==> src/rtl/gbc_gamepak_bus_sequencer.sv <==
// GamePak bus sequencer: turns single-byte memory-port requests into timed cartridge bus cycles.
// Every phase is measured in ClkEn ticks, so a slowed reference clock stretches the bus cycle.
module gbc_gamepak_bus_sequencer #(
  parameter int unsigned SetupTicks     = 1,
  parameter int unsigned StrobeTicks    = 2,
  parameter int unsigned HoldTicks      = 1,
  parameter int unsigned SyncStages     = 2,
  parameter int unsigned ResetHoldTicks = 16
) (
  input  logic        Clk,
  input  logic        Reset,
  input  logic        ClkEn,
  input  logic        Access,
  input  logic        Write,
  input  logic [15:0] Address,
  input  logic [7:0]  DInitiator,
  output logic [7:0]  DTarget,
  output logic        Ready,
  output logic        DataReady,
  output logic        CartClk,
  output logic        CartCs_n,
  output logic        CartRd_n,
  output logic        CartWr_n,
  output logic [15:0] CartAddr,
  output logic [7:0]  CartDataOut,
  output logic        CartDataOe,
  input  logic [7:0]  CartDataIn,
  output logic        CartReset_n
);

  function automatic int unsigned max2(input int unsigned a, input int unsigned b);
    return (a > b) ? a : b;
  endfunction

  localparam int unsigned MaxTicks =
    max2(max2(SetupTicks, StrobeTicks), max2(HoldTicks, ResetHoldTicks));
  localparam int unsigned CntW = $clog2(MaxTicks) + 1;

  typedef enum logic [2:0] {
    RST_HOLD,
    IDLE,
    SETUP,
    STROBE,
    HOLD
  } state_e;

  state_e            state_q, state_d;
  logic [CntW-1:0]   cnt_q, cnt_d;
  logic              wr_q, wr_d;
  logic [7:0]        dtarget_q, dtarget_d;
  logic              ready_q, ready_d;
  logic              dready_q, dready_d;
  logic              cclk_q, cclk_d;
  logic              cs_n_q, cs_n_d;
  logic              rd_n_q, rd_n_d;
  logic              wr_n_q, wr_n_d;
  logic [15:0]       addr_q, addr_d;
  logic [7:0]        dout_q, dout_d;
  logic              oe_q, oe_d;
  logic              crst_n_q, crst_n_d;
  logic [7:0]        sync_q [SyncStages];
  int unsigned       limit;
  logic              last_tick;

  // Pad data is asynchronous; the chain runs every Clk so it is settled before the strobe ends.
  always_ff @(posedge Clk) begin
    sync_q[0] <= CartDataIn;
    for (int unsigned i = 1; i < SyncStages; i++) begin
      sync_q[i] <= sync_q[i-1];
    end
  end

  always_comb begin
    case (state_q)
      RST_HOLD: limit = ResetHoldTicks;
      SETUP:    limit = SetupTicks;
      STROBE:   limit = StrobeTicks;
      HOLD:     limit = HoldTicks;
      default:  limit = 1;
    endcase
    last_tick = (cnt_q == CntW'(limit - 1));
  end

  always_comb begin
    state_d   = state_q;
    cnt_d     = cnt_q;
    wr_d      = wr_q;
    dtarget_d = dtarget_q;
    ready_d   = ready_q;
    dready_d  = dready_q;
    cclk_d    = cclk_q;
    cs_n_d    = cs_n_q;
    rd_n_d    = rd_n_q;
    wr_n_d    = wr_n_q;
    addr_d    = addr_q;
    dout_d    = dout_q;
    oe_d      = oe_q;
    crst_n_d  = crst_n_q;

    if (ClkEn) begin
      if (state_q != IDLE) cnt_d = cnt_q + 1'b1;
      case (state_q)
        RST_HOLD: begin
          if (last_tick) begin
            state_d  = IDLE;
            cnt_d    = '0;
            crst_n_d = 1'b1;
            ready_d  = 1'b1;
          end
        end
        IDLE: begin
          if (Access) begin
            state_d = SETUP;
            cnt_d   = '0;
            wr_d    = Write;
            ready_d = 1'b0;
            addr_d  = Address;
            cs_n_d  = !((Address >= 16'hA000) && (Address <= 16'hFDFF));
            if (Write) begin
              dout_d = DInitiator;
              oe_d   = 1'b1;
            end else begin
              dready_d = 1'b0;
            end
          end
        end
        SETUP: begin
          if (last_tick) begin
            state_d = STROBE;
            cnt_d   = '0;
            cclk_d  = 1'b1;
            rd_n_d  = wr_q;
            wr_n_d  = !wr_q;
          end
        end
        STROBE: begin
          if (last_tick) begin
            state_d = HOLD;
            cnt_d   = '0;
            cclk_d  = 1'b0;
            rd_n_d  = 1'b1;
            wr_n_d  = 1'b1;
            if (!wr_q) begin
              dtarget_d = sync_q[SyncStages-1];
              dready_d  = 1'b1;
            end
          end
        end
        HOLD: begin
          if (last_tick) begin
            state_d = IDLE;
            cnt_d   = '0;
            cs_n_d  = 1'b1;
            oe_d    = 1'b0;
            ready_d = 1'b1;
          end
        end
        default: begin
          state_d = RST_HOLD;
          cnt_d   = '0;
        end
      endcase
    end
  end

  always_ff @(posedge Clk) begin
    if (!Reset) begin
      state_q   <= RST_HOLD;
      cnt_q     <= '0;
      wr_q      <= 1'b0;
      dtarget_q <= '0;
      ready_q   <= 1'b0;
      dready_q  <= 1'b1;
      cclk_q    <= 1'b0;
      cs_n_q    <= 1'b1;
      rd_n_q    <= 1'b1;
      wr_n_q    <= 1'b1;
      addr_q    <= '0;
      dout_q    <= '0;
      oe_q      <= 1'b0;
      crst_n_q  <= 1'b0;
    end else begin
      state_q   <= state_d;
      cnt_q     <= cnt_d;
      wr_q      <= wr_d;
      dtarget_q <= dtarget_d;
      ready_q   <= ready_d;
      dready_q  <= dready_d;
      cclk_q    <= cclk_d;
      cs_n_q    <= cs_n_d;
      rd_n_q    <= rd_n_d;
      wr_n_q    <= wr_n_d;
      addr_q    <= addr_d;
      dout_q    <= dout_d;
      oe_q      <= oe_d;
      crst_n_q  <= crst_n_d;
    end
  end

  assign DTarget     = dtarget_q;
  assign Ready       = ready_q;
  assign DataReady   = dready_q;
  assign CartClk     = cclk_q;
  assign CartCs_n    = cs_n_q;
  assign CartRd_n    = rd_n_q;
  assign CartWr_n    = wr_n_q;
  assign CartAddr    = addr_q;
  assign CartDataOut = dout_q;
  assign CartDataOe  = oe_q;
  assign CartReset_n = crst_n_q;

endmodule
==> config.mk <==
export PLATFORM = sky130hd
export DESIGN_NAME = gbc_gamepak_bus_sequencer
export DESIGN_NICKNAME = d
export VERILOG_FILES = /design/src/rtl/gbc_gamepak_bus_sequencer.sv
export SDC_FILE = /design/constraint.sdc
export NUM_CORES = 1
export LEC_CHECK = 0
export CELL_PAD_IN_SITES_DETAIL_PLACEMENT = 0
export CELL_PAD_IN_SITES_GLOBAL_PLACEMENT = 1
export CORE_ASPECT_RATIO = 2
export CORE_MARGIN = 1.5
export CORE_UTILIZATION = 36
export CTS_CLUSTER_SIZE = 24
export DETAILED_ROUTE_END_ITERATION = 7
export GPL_TIMING_DRIVEN = 0
export PLACE_DENSITY_LB_ADDON = 0.15
export SLEW_MARGIN = 20
export SYNTH_ARGS = -nofsm -noshare
export SYNTH_HDL_FRONTEND = slang
export SYNTH_SLANG_ARGS = --single-unit
export TNS_END_PERCENT = 5
==> constraint.sdc <==
create_clock -name Clk -period 3.2 [get_ports Clk]
set_input_delay 0.64 -clock Clk [delete_from_list [all_inputs] [get_ports Clk]]
set_output_delay 0.64 -clock Clk [all_outputs]
set_load 0.02 [all_outputs]
### Yosys cells after proc, flatten, opt, wreduce, memory -nomap -nowiden

Memories as Yosys holds them, arrays and structs flattened. A register that Yosys moved wholly into a read port is not among the register bits.
Cells that the tools add are included.

| cells by class | value |
|---|---|
| $add $sub $neg | 2 |
| $lt $le $gt $ge | 2 |
| equality and inequality tests | 14 |
| mux-type cells | 29 |
| bitwise gates (word level) | 1 |
| reductions and logical operators | 21 |

Operator list:

| operator | count |
|---|---|
| 5-bit one-hot mux with 2 select lines | 2 |
| 4-bit AND reduction | 5 |
| 16-bit greater-or-equal comparator, second input constant | 1 |
| 16-bit less-or-equal comparator, second input constant | 1 |
| 5-bit 2-to-1 mux | 3 |
| 2-bit inequality test, second input constant | 7 |
| 1-bit one-hot mux with 2 select lines | 7 |
| 1-bit 2-to-1 mux | 12 |
| 3-bit 2-to-1 mux | 4 |
| 3-bit one-hot mux with 4 select lines | 1 |
| 5-bit AND reduction | 2 |
| 2-bit nonzero test | 4 |
| 3-bit by 2-bit equality test with 1-bit output, second input constant | 2 |
| 3-bit AND reduction | 2 |
| 6-bit AND reduction | 1 |
| 5-bit by 1-bit adder with 5-bit output, second input constant | 1 |
| 5-bit equality test | 1 |
| 5-bit by 1-bit subtractor with 5-bit output, second input constant | 1 |
| 4-bit OR reduction | 1 |
| 3-bit by 1-bit equality test with 1-bit output, second input constant | 1 |
| 3-bit equality test, second input constant | 1 |
| 1-bit zero test | 3 |
| 3-bit zero test | 1 |
| 3-bit by 1-bit inequality test with 1-bit output, second input constant | 1 |
| 4 further kinds | 4 |

| word-level totals | value |
|---|---|
| register bits | 41 |
| bits in writable memories | 16 |
| input port bits | 37 |
| output and inout bits | 40 |
| word-level logic and storage cells | 83 |
| memories | 1 |

Memories:

| name | depth | bits a word | rd ports | clocked after memory_dff | wr ports | line | source |
|---|---|---|---|---|---|---|---|
| sync_q | 2 | 8 | 2 | 1 | 2 | 61 | `logic [7:0] sync_q [SyncStages];` |

### Logic depth before layout (Yosys ltp)

Gate-level depths: netlist of run 1.

| depth | value |
|---|---|
| word-level depth | 6 |
| mapped depth | 7 |
| mapped depth without buffers | 5 |

### Worst setup path after synthesis of run 1

OpenSTA, ideal clock, no wires.

| timing path | value |
|---|---|
| path kind | register to register |
| start | reg state_q[0] |
| end | reg dtarget_q[0], in the netlist DTarget[0], read port of sync_q |
| arrival | 1.789 ns |
| required time | 3.072 ns |
| path slack | 1.283 ns |
| cell stages (with the launch flop) | 7 |
| path buffers | 1 |
| period minus slack after synthesis | 1.917 ns |
| cell sequence | dfxtp_1 > xor2_1 > or4b_4 > a2111oi_4 > buf_6 > mux2i_1 > nor2_1 |

| between the ends | value |
|---|---|
| word-level cells in the longest chain between the ends | 5 |
| elaborated cells between the ends (all ways) | 6 |
| classes of those cells | 1 x add/sub; 2 x eq/ne; 1 x mux; 2 x reduce/logical |

RTL lines:

| item | line | source |
|---|---|---|
| start: declaration | 47 | `state_e state_q, state_d;` |
| start signal: assignment | 183 | `state_q <= state_d;` |
| 3-bit by 2-bit equality test with 1-bit output / 3-bit zero test (equally long branches) | 74, 102 |  |
| 5-bit one-hot mux with 2 select lines | 74 | `case (state_q)` |
| 5-bit by 1-bit subtractor with 5-bit output | 81 | `last_tick = (cnt_q == CntW'(limit - 1));` |
| 5-bit equality test | 81 |  |
| 4-bit AND reduction (no line) (*) | n/a |  |
| end: declaration | 50 | `logic [7:0] dtarget_q, dtarget_d;` |

Every way passes the cells marked *; elsewhere a longest branch is shown, timed or not.
A chain may end at the register's enable or synchronous reset.

### Worst setup path after layout of run 1

| timing path | value |
|---|---|
| start | in ClkEn |
| end | reg addr_q[5], in the netlist CartAddr[5] |

| between the ends | value |
|---|---|
| word-level cells in the longest chain between the ends | 1 |

RTL lines:

| item | line | source |
|---|---|---|
| start: declaration | 12 | `input logic ClkEn,` |
| 3-bit AND reduction (no line) | n/a |  |
| end signal: assignment | 193 | `addr_q <= addr_d;` |
| end: declaration | 57 | `logic [15:0] addr_q, addr_d;` |

Every way passes these cells.

==> results.py, run 1 <==
metrics = {
    "power_and_ir_drop": {
        "internal_power_w": 0.00157,
        "combPwrFrac_pct": 4.3,
        "power.leakage_nw": 1.22,
        "p_sw_w": 0.000373,
        "power.share.switching_pct": 19.2,
        "powerDensity_nw_per_um2": 547,
        "p_seq_share_pct": 42.6,
        "irDropWorstVdd_mv": 0.364,
        "clockPowerShare_pct": 53.1,
    },
    "timing": {
        "final_max_slew_viol_count": 0,
        "fmax_mhz": 410,
        "period_needed_ns": 2.44,
        "clock_skew_ns": 0.00435,
        "fin_crit_sh_pct": 76.2,
        "worst_slack_ns": 0.762,
        "worst_pin_slew_ns": 0.796,
        "hold_viol_final": 0,
        "finalSetupViolCount": 0,
        "setup_tns_ns": 0,
        "rsz0062_at_grt": "no",
        "slew-limit-headroom_pct": 46.4,
    },
    "worst_hold_path": {
        "whs_endpoint": "sync_q[1][2]",
        "hold_class": "reg -> reg",
        "hold_start": "sync_q[0][2]",
        "hold_path_depth": 0,
    },
    "cts": {
        "post_cts_resized": 0,
        "tritoncts": "done",
        "clk_latency_ns": 0.33,
        "hold_buffers": 0,
        "clk_pin_slew_ns": 0.05,
        "cts.sinks": 65,
        "cts_setup_buffers": 0,
        "cts.path.max_buffers": 2,
        "cts_root_buf": "clkbuf_16",
        "htree_levels": 3,
        "cts_made_buffers": 9,
    },
    "placement": {
        "io_buffers": 76,
        "gp_congestion": 0.887,
        "dp_hpwl_um": 4370,
        "dp_slack_ns": 0.396,
    },
    "job": {
        "drv_cap": 0,
    },
    "synth": {
        "ys_ff_latch": 65,
        "netlist.area_leader.share_pct": 54.8,
        "synth.area.top_cells": "dfxtp_1 (55%), mux2i_1 (6.7%), nand2_1 (6.6%), a21oi_1 (4.6%), nor2_1 (4.0%)",
        "synth_top_cell_by_area": "dfxtp_1",
        "synth_area_um2": 2370,
        "synth_edf_count": 0,
        "ys_warn_count": 0,
        "syn-instance-count": 247,
        "synth_top_flop_cell": "dfxtp_1",
        "syn-num-nets": 285,
        "ys_async_sr_fraction_pct": 0,
        "avgSynthCellArea_um2": 9.61,
        "yosysSeqAreaShare_pct": 54.8,
        "synth.distinct_cells": 50,
    },
    "die": {
        "die_y_um": 118,
        "die_area_um2": 7120,
        "row_count": 41,
        "num_io_pins": 77,
        "core_area_um2": 6360,
        "die_w_um": 60.4,
        "initial_core_util_pct": 37.3,
    },
    "setup_path": {
        "worstSetupEndpointType": "register",
        "crit_top_cell": "clkbuf_1",
        "cp_slowest_cell": "clkdlybuf4s50_1",
        "r2r-end": "cnt_q[0]",
        "crit_type": "in -> reg",
        "worstRegToRegCells": 6,
        "crit_chain": "clkdlybuf4s50_1 -> nor2b_1 -> and3_1 -> clkbuf_1 -> clkbuf_1 -> nand2_1 -> a21oi_1",
        "startpoint_type": "primary input",
        "worstPathRequired_ns": 3.46,
        "r2r_start": "state_q[0]",
        "max_stage_delay_ns": 0.57,
        "critPathBufInv": 3,
        "r2r_slack_ns": 0.99,
        "cpLargestDelayFamily": "buffers and inverters",
        "cp.arrival_ns": 2.70,
        "crit_fanout": 10,
    },
    "finish": {
        "layout_commonest_cell": "clkdlybuf4s50_1",
        "final_cell_mix": "clkdlybuf4s50_1 (76), dfxtp_1 (65), nand2_1 (42), nor2_1 (25), a21oi_1 (22)",
        "drive_above_1_share_pct": 8.28,
        "antenna_cells": 0,
        "fillerInstances": 631,
        "finish.net_count": 372,
        "area_growth_pct": 49.7,
    },
    "drt": {
        "routed_via_density": 4.85,
        "drtPass1Iterations": 4,
        "routed_wl_um": 6090,
        "ant_nets": 0,
        "drtIter0Drc": 100,
        "wl_per_cell_um": 14.4,
        "num_vias": 2057,
        "drc": 0,
    },
    "global_route": {
        "grt.overflow.total": 0,
        "grt_start_max_net_pins": 11,
        "antenna_found_initial": 0,
        "grt_pass1_vias": 1984,
        "grt_pass1_wl_um": 9680,
        "grt_usage_pct": 18.5,
    },
    "status": {
        "status": "completed",
    },
}
worst register-to-register path, cell delays in order (launching register included):
cell      delay (ns)
dfxtp_1         0.41
clkbuf_1        0.39
inv_1           0.22
o41ai_2         0.79
nand2_1         0.12
o31ai_1         0.08
and2_1          0.14
worst max-delay path by stage:
stage	to	slack [ns]	cells past startpoint	startpoint
after floorplan	DTarget[0]	1.28	6	state_q[0]
after global placement	CartAddr[15]	0.41	7	ClkEn
after detailed placement	CartAddr[15]	0.40	7	ClkEn
after CTS	CartAddr[15]	0.76	7	ClkEn
after global routing	CartAddr[15]	0.58	7	ClkEn
final	CartAddr[5]	0.76	7	ClkEn
per-stage QoR:
stage | instances | area (um2) | total power [W] | hold slack, ns | utilization, %
after floorplan | 247 | 2370 | 0.000870 | 0.310 | -
after global placement | 409 | 3240 | 0.000928 | 0.311 | 51.0
after detailed placement | 409 | 3240 | 0.000929 | 0.312 | 51.0
after CTS | 424 | 3550 | 0.00197 | 0.324 | 55.9
after global routing | 424 | 3550 | 0.00201 | 0.332 | 55.9
final | 424 | 3550 | 0.00194 | 0.320 | 55.9
metal layers:
layer,share of wire [%],track usage [%],vias to the layer above
met4,3.1,10.3,0
met2,53,31.0,59
met5,0,0,-
met3,4.8,5.82,13
li1,-,-,1039
met1,39,19.5,946
cells by family (layout without fill, tap and decap cells):
kind of cell | Yosys count | after routing | synth area share (%)
simple gates | 95 | 95 | 18.3
flops | 65 | 65 | 54.8
compound gates | 49 | 49 | 14.8
mux | 18 | 18 | 7.69
buf+inv | 17 | 108 | 3.16
xor+xnor | 2 | 2 | 0.738
fa+ha+maj | 1 | 1 | 0.527
power by group through the flow:
stage / sequential (W) / combinational, W / clock (W)
5_1_grt: 0.000828 / 0.0000920 / 0.00109
2_1_floorplan: 0.000843 / 0.0000270 / 0
6_report: 0.000828 / 0.0000844 / 0.00103
3_3_place_gp: 0.000844 / 0.0000844 / 0
4_1_cts: 0.000827 / 0.0000850 / 0.00106
3_5_place_dp: 0.000844 / 0.0000843 / 0
state kept, by name, indices dropped and copies added, names as in the netlist, 3 cells and up:
name         count
cnt_q            5
state_q          3
CartAddr        16
DTarget          8
sync_q          16
CartDataOut      8
final cells by class:
| cell class | count | area (um2) | area share [%] |
|---|---|---|---|
| well taps | 86 | 108 | 3.03 |
| repair buffers | 76 | 761 | 21.4 |
| multi-input cells | 165 | 998 | 28.1 |
| plain buffers | 15 | 67.6 | 1.90 |
| flip-flops and latches | 65 | 1300 | 36.6 |
| clock inverters | 3 | 65.1 | 1.83 |
| inverters | 2 | 7.51 | 0.211 |
| clock buffers | 12 | 246 | 6.93 |
synth_stat cells (3+ instances only):
cell type  number
a31o_2          3
nor2_1         25
a21oi_1        22
nand4_1         5
nand3_1         7
dfxtp_1        65
clkbuf_1       11
mux2i_1        16
nand2_1        42
Note: power is estimated with default switching activity, not from simulation.
==> run 2, diff against run 1 <==
--- a/config.mk
+++ b/config.mk
@@ -9,7 +9,7 @@
 export CELL_PAD_IN_SITES_GLOBAL_PLACEMENT = 1
 export CORE_ASPECT_RATIO = 2
 export CORE_MARGIN = 1.5
-export CORE_UTILIZATION = 36
+export CORE_UTILIZATION = 30
 export CTS_CLUSTER_SIZE = 24
 export DETAILED_ROUTE_END_ITERATION = 7
 export GPL_TIMING_DRIVEN = 0
==> constraint.sdc (replaced) <==
create_clock -name Clk -period 2.2 [get_ports Clk]
set_input_delay 0.44 -clock Clk [delete_from_list [all_inputs] [get_ports Clk]]
set_output_delay 0.44 -clock Clk [all_outputs]
set_load 0.02 [all_outputs]
==> results.py, run 2 (synthesis gave the netlist of run 1 again) <==
metrics = {
    "status": {
        "status": "completed",
    },
    "die": {
        "die_y_um": 129,
        "num_io_pins": 77,
        "row_count": 45,
        "core_area_um2": 7660,
        "die_w_um": 65.9,
        "initial_core_util_pct": 31.0,
        "die_area_um2": 8490,
    },
    "placement": {
        "place_area_um2": 3250,
        "gp_congestion": 0.807,
        "dp_hpwl_um": 4750,
        "io_buffers": 76,
    },
    "finish": {
        "design_area_um2": 3530,
        "antenna_cells": 0,
        "drive_above_1_share_pct": 9.73,
        "fillerInstances": 784,
        "seqCellArea_um2": 1300,
        "multi_input_area_um2": 1000,
        "area_growth_pct": 48.5,
        "layout_commonest_cell": "clkdlybuf4s50_1",
        "finish.net_count": 372,
        "final_cell_mix": "clkdlybuf4s50_1 (76), dfxtp_1 (65), nand2_1 (42), nor2_1 (25), a21oi_1 (22)",
    },
    "cts": {
        "htree_levels": 3,
        "hold_buffers": 0,
        "cts_root_buf": "clkbuf_16",
        "cts_made_buffers": 9,
        "clk_pin_slew_ns": 0.06,
        "cts.sinks": 65,
        "tritoncts": "done",
        "clk_latency_ns": 0.33,
        "cts.path.max_buffers": 2,
        "cts_setup_buffers": 0,
    },
    "global_route": {
        "grt_usage_pct": 16.0,
        "grt_pass1_wl_um": 10000,
        "antenna_found_initial": 0,
        "grt.overflow.total": 0,
        "grt_start_max_net_pins": 12,
        "grt_pass1_vias": 2016,
    },
    "power_and_ir_drop": {
        "power.leakage_nw": 1.21,
        "combPwrFrac_pct": 4.8,
        "p_seq_share_pct": 46.6,
        "powerDensity_nw_per_um2": 732,
        "power.total_w": 0.00258,
        "clockPowerShare_pct": 48.5,
        "p_sw_w": 0.000559,
        "internal_power_w": 0.00202,
        "irDropWorstVdd_mv": 0.595,
        "power.share.switching_pct": 21.7,
    },
    "drt": {
        "num_vias": 2090,
        "routed_via_density": 4.83,
        "wl_per_cell_um": 14.8,
        "drtIter0Drc": 98,
        "drtPass1Iterations": 4,
        "ant_nets": 0,
        "drc": 0,
        "routed_wl_um": 6400,
    },
    "timing": {
        "hold_viol_final": 0,
        "finalSetupViolCount": 0,
        "final_max_slew_viol_count": 0,
        "clock_skew_ns": 0.00715,
        "fmax_mhz": 461,
        "period_needed_ns": 2.17,
        "worst_pin_slew_ns": 0.782,
        "fin_crit_sh_pct": 98.6,
        "rsz0062_at_grt": "yes",
        "slew-limit-headroom_pct": 47.3,
    },
    "setup_path": {
        "max_stage_delay_ns": 0.77,
        "cp.arrival_ns": 2.44,
        "worstSetupEndpointType": "register",
        "crit_type": "reg -> reg",
        "critPathLaunch": "state_q[0]",
        "worstPathRequired_ns": 2.47,
        "startpoint_type": "register",
        "crit_chain": "clkbuf_1 -> inv_1 -> o41ai_2 -> nand2_1 -> o31ai_1 -> and2_1",
        "r2r_start": "state_q[0]",
        "cp_slowest_cell": "o41ai_2",
        "crit_fanout": 10,
    },
    "worst_hold_path": {
        "hold_class": "reg -> reg",
        "hold_start": "sync_q[0][0]",
    },
    "job": {
        "drv_cap": 0,
    },
}
run 2: critical path: cells and delay by family, from the launching register on:
kind | cells | cell delay (ns)
flip-flops | 1 | 0.41
buffers and inverters | 2 | 0.60
AO/OA/AOI/OAI | 2 | 0.85
AND/OR/NAND/NOR | 2 | 0.25
run 2: power by group through the flow:
stage / Clock (W) / Combinational (W) / Sequential [W]
floorplan: 0 / 0.0000392 / 0.00123
global route: 0.00134 / 0.000133 / 0.00120
CTS: 0.00129 / 0.000124 / 0.00120
finish: 0.00125 / 0.000124 / 0.00120
detailed placement: 0 / 0.000124 / 0.00123
global placement: 0 / 0.000124 / 0.00123
run 2: final cells by class:
class	instances	share of cell area, %
timing repair buffer	76	21.6
clock inverter	6	0.994
multi-input combinational	165	28.5
tap	94	3.34
buffer	15	1.99
sequential	65	36.9
clock buffer	10	6.49
inverter	2	0.213
run 2: final timing paths:
kind / cells past startpoint / slack (ns) / to
worst min register to register: 0 / 0.32 / sync_q[1][0]
worst min-delay path: 0 / 0.32 / sync_q[1][0]
worst max-delay path: 6 / 0.03 / cnt_q[0]
worst max register to register: 6 / 0.03 / cnt_q[0]
run 2: per-stage QoR:
step,setup TNS (ns),setup slack (ns),std cells,util (%),hold WS (ns)
2_1_floorplan,0,0.283,247,-,0.310
3_3_place_gp,-9.61,-0.403,417,42.5,0.311
3_5_place_dp,-9.18,-0.395,417,42.5,0.315
4_1_cts,0,0.0218,433,45.9,0.327
5_1_grt,-0.237,-0.0521,433,46.0,0.331
6_report,0,0.0313,433,46.0,0.324
run 2: what timing repair did:
action,CTS,global route
hold endpoints to repair,0,0
resized for setup,1,4
endpoints found under the setup margin,10,34
run 2: metal layers:
layer | vias to the layer above | global-route usage [%] | share of wire [%]
li1 | 1043 | - | -
met1 | 982 | 15.8 | 36
met2 | 54 | 28.6 | 56
met3 | 11 | 4.81 | 5.5
met4 | 0 | 9.31 | 2.3
met5 | - | 0 | 0
==> run 3, diff against run 2 <==
--- a/config.mk
+++ b/config.mk
@@ -5,9 +5,10 @@
 export SDC_FILE = /design/constraint.sdc
 export NUM_CORES = 1
 export LEC_CHECK = 0
+export CAP_MARGIN = 10
 export CELL_PAD_IN_SITES_DETAIL_PLACEMENT = 0
 export CELL_PAD_IN_SITES_GLOBAL_PLACEMENT = 1
-export CORE_ASPECT_RATIO = 2
+export CORE_ASPECT_RATIO = 0.5
 export CORE_MARGIN = 1.5
 export CORE_UTILIZATION = 30
 export CTS_CLUSTER_SIZE = 24
==> results.py, run 3 (synthesis gave the netlist of run 1 again) <==
metrics = {
    "placement": {
        "placed_cells": 431,
        "io_buffers": 76,
        "dp_hpwl_um": 4280,
        "place_area_um2": 3270,
        "gp_congestion": 0.773,
    },
    "global_route": {
        "grt_use_met3_pct": 6.07,
        "grt_pass1_wl_um": 9420,
        "met1_usage_pct": 19.0,
        "grt.overflow.total": 0,
        "top_usage_layer": "met2",
        "grt_pass1_vias": 1880,
        "grt_start_max_net_pins": 13,
        "grt.met2_usage_pct": 23.0,
        "antenna_found_initial": 0,
        "grt_usage_pct": 15.0,
    },
    "finish": {
        "layout_commonest_cell": "clkdlybuf4s50_1",
        "area_growth_pct": 53.0,
        "antenna_cells": 0,
        "final_cell_mix": "clkdlybuf4s50_1 (75), dfxtp_1 (65), nand2_1 (42), nor2_1 (25), a21oi_1 (22)",
        "finish.net_count": 372,
        "design_area_um2": 3630,
        "drive_above_1_share_pct": 10.7,
        "fillerInstances": 726,
        "fin_cells": 446,
    },
    "status": {
        "status": "completed",
    },
    "timing": {
        "hold_viol_final": 0,
        "finalSetupViolCount": 0,
        "period_needed_ns": 2.09,
        "final_max_slew_viol_count": 0,
        "slew-limit-headroom_pct": 63.3,
        "fin_crit_sh_pct": 95.2,
        "hold_ws_ns": 0.325,
        "fmax_mhz": 477,
        "clock_skew_ns": 0.00623,
        "worst_pin_slew_ns": 0.550,
    },
    "setup_path": {
        "cp_slowest_cell": "or4b_4",
        "max_stage_delay_ns": 0.59,
        "startpoint_type": "register",
        "crit_fanout": 10,
        "worstPathRequired_ns": 2.40,
        "cpLargestDelayFamily": "simple AND/OR/NAND/NOR gates",
        "worstRegToRegCells": 6,
        "crit_chain": "buf_2 -> or4b_4 -> a2111oi_4 -> buf_6 -> mux2i_1 -> nor2_1",
        "cp.depth": 6,
        "critPathBufInv": 2,
        "worstSetupEndpointType": "register",
        "cp.arrival_ns": 2.29,
        "crit_type": "reg -> reg",
    },
    "cts": {
        "clk_latency_ns": 0.32,
        "cts.path.max_buffers": 2,
        "cts_setup_buffers": 0,
        "cts.sinks": 65,
        "cts_root_buf": "clkbuf_16",
        "hold_buffers": 0,
        "tritoncts": "done",
        "clk_pin_slew_ns": 0.06,
        "htree_levels": 3,
        "cts_made_buffers": 9,
    },
    "drt": {
        "routed_via_density": 4.63,
        "routed_wl_um": 6040,
        "drtIter0Drc": 76,
        "drc": 0,
        "wl_per_cell_um": 13.5,
        "ant_nets": 0,
        "drtPass1Iterations": 4,
        "num_vias": 2064,
    },
    "worst_hold_path": {
        "hold_path_depth": 0,
        "hold_class": "reg -> reg",
    },
    "die": {
        "die_y_um": 65.9,
        "core_area_um2": 7490,
        "initial_core_util_pct": 31.7,
        "die_w_um": 129,
        "num_io_pins": 77,
        "row_count": 22,
        "die_area_um2": 8490,
    },
    "power_and_ir_drop": {
        "power.leakage_nw": 1.25,
        "power.total_w": 0.00284,
        "powerDensity_nw_per_um2": 781,
        "irDropWorstVdd_mv": 0.459,
    },
    "job": {
        "drv_cap": 0,
    },
}
-- run 3: cell types whose count changed in the layout (fill, tap and decap cells not counted), sizes merged --
cell,before,now
inv,1,2
clkdlybuf4s50,76,75
clkinv,5,2
dlymetal6s2s,0,1
bufinv,0,2
clkbuf,22,21
-- run 3: path summary, 6_finish.rpt --
| kind | startpoint | end | slack (ns) |
|---|---|---|---|
| max reg2reg | state_q[2] | DTarget[0] | 0.11 |
| min reg2reg | sync_q[0][5] | sync_q[1][5] | 0.32 |
| max | state_q[2] | DTarget[0] | 0.11 |
| min | sync_q[0][5] | sync_q[1][5] | 0.32 |
-- run 3: cell type report --
type	count	area, um2	area share, %
timing repair buffer	76	763	21.0
multi-input combinational	165	1040	28.6
clock buffer	9	225	6.20
sequential	65	1300	35.8
inverter	2	7.51	0.207
clock inverter	6	92.6	2.55
buffer	15	70.1	1.93
tap	108	135	3.72
-- run 3: repair_timing --
action | 4_1_cts | 5_1_grt
gates resized for setup | 1 | 10
endpoints found under the setup margin | 10 | 36
hold endpoints to repair | 0 | 0
-- run 3: metal layers --
layer / wire length (um) / vias to the layer above
met5: 0 / -
met4: 67 / 0
met1: 2840 / 968
met3: 338 / 5
li1: - / 1039
met2: 2790 / 52
-- run 3: metrics by stage --
| step | TNS (ns) | util (%) | setup WS [ns] |
|---|---|---|---|
| 2_1_floorplan | 0 | - | 0.283 |
| 3_3_place_gp | -8.64 | 43.7 | -0.356 |
| 3_5_place_dp | -8.55 | 43.7 | -0.379 |
| 4_1_cts | 0 | 47.9 | 0.0257 |
| 5_1_grt | -0.00378 | 48.5 | -0.00378 |
| 6_report | 0 | 48.5 | 0.106 |
-- run 3: where the power goes --
| group | internal (W) | total [W] | switching, W |
|---|---|---|---|
| logic | 0.0000741 | 0.000126 | 0.0000515 |
| clock network | 0.000990 | 0.00151 | 0.000519 |
| registers | 0.00120 | 0.00120 | 0.00000688 |
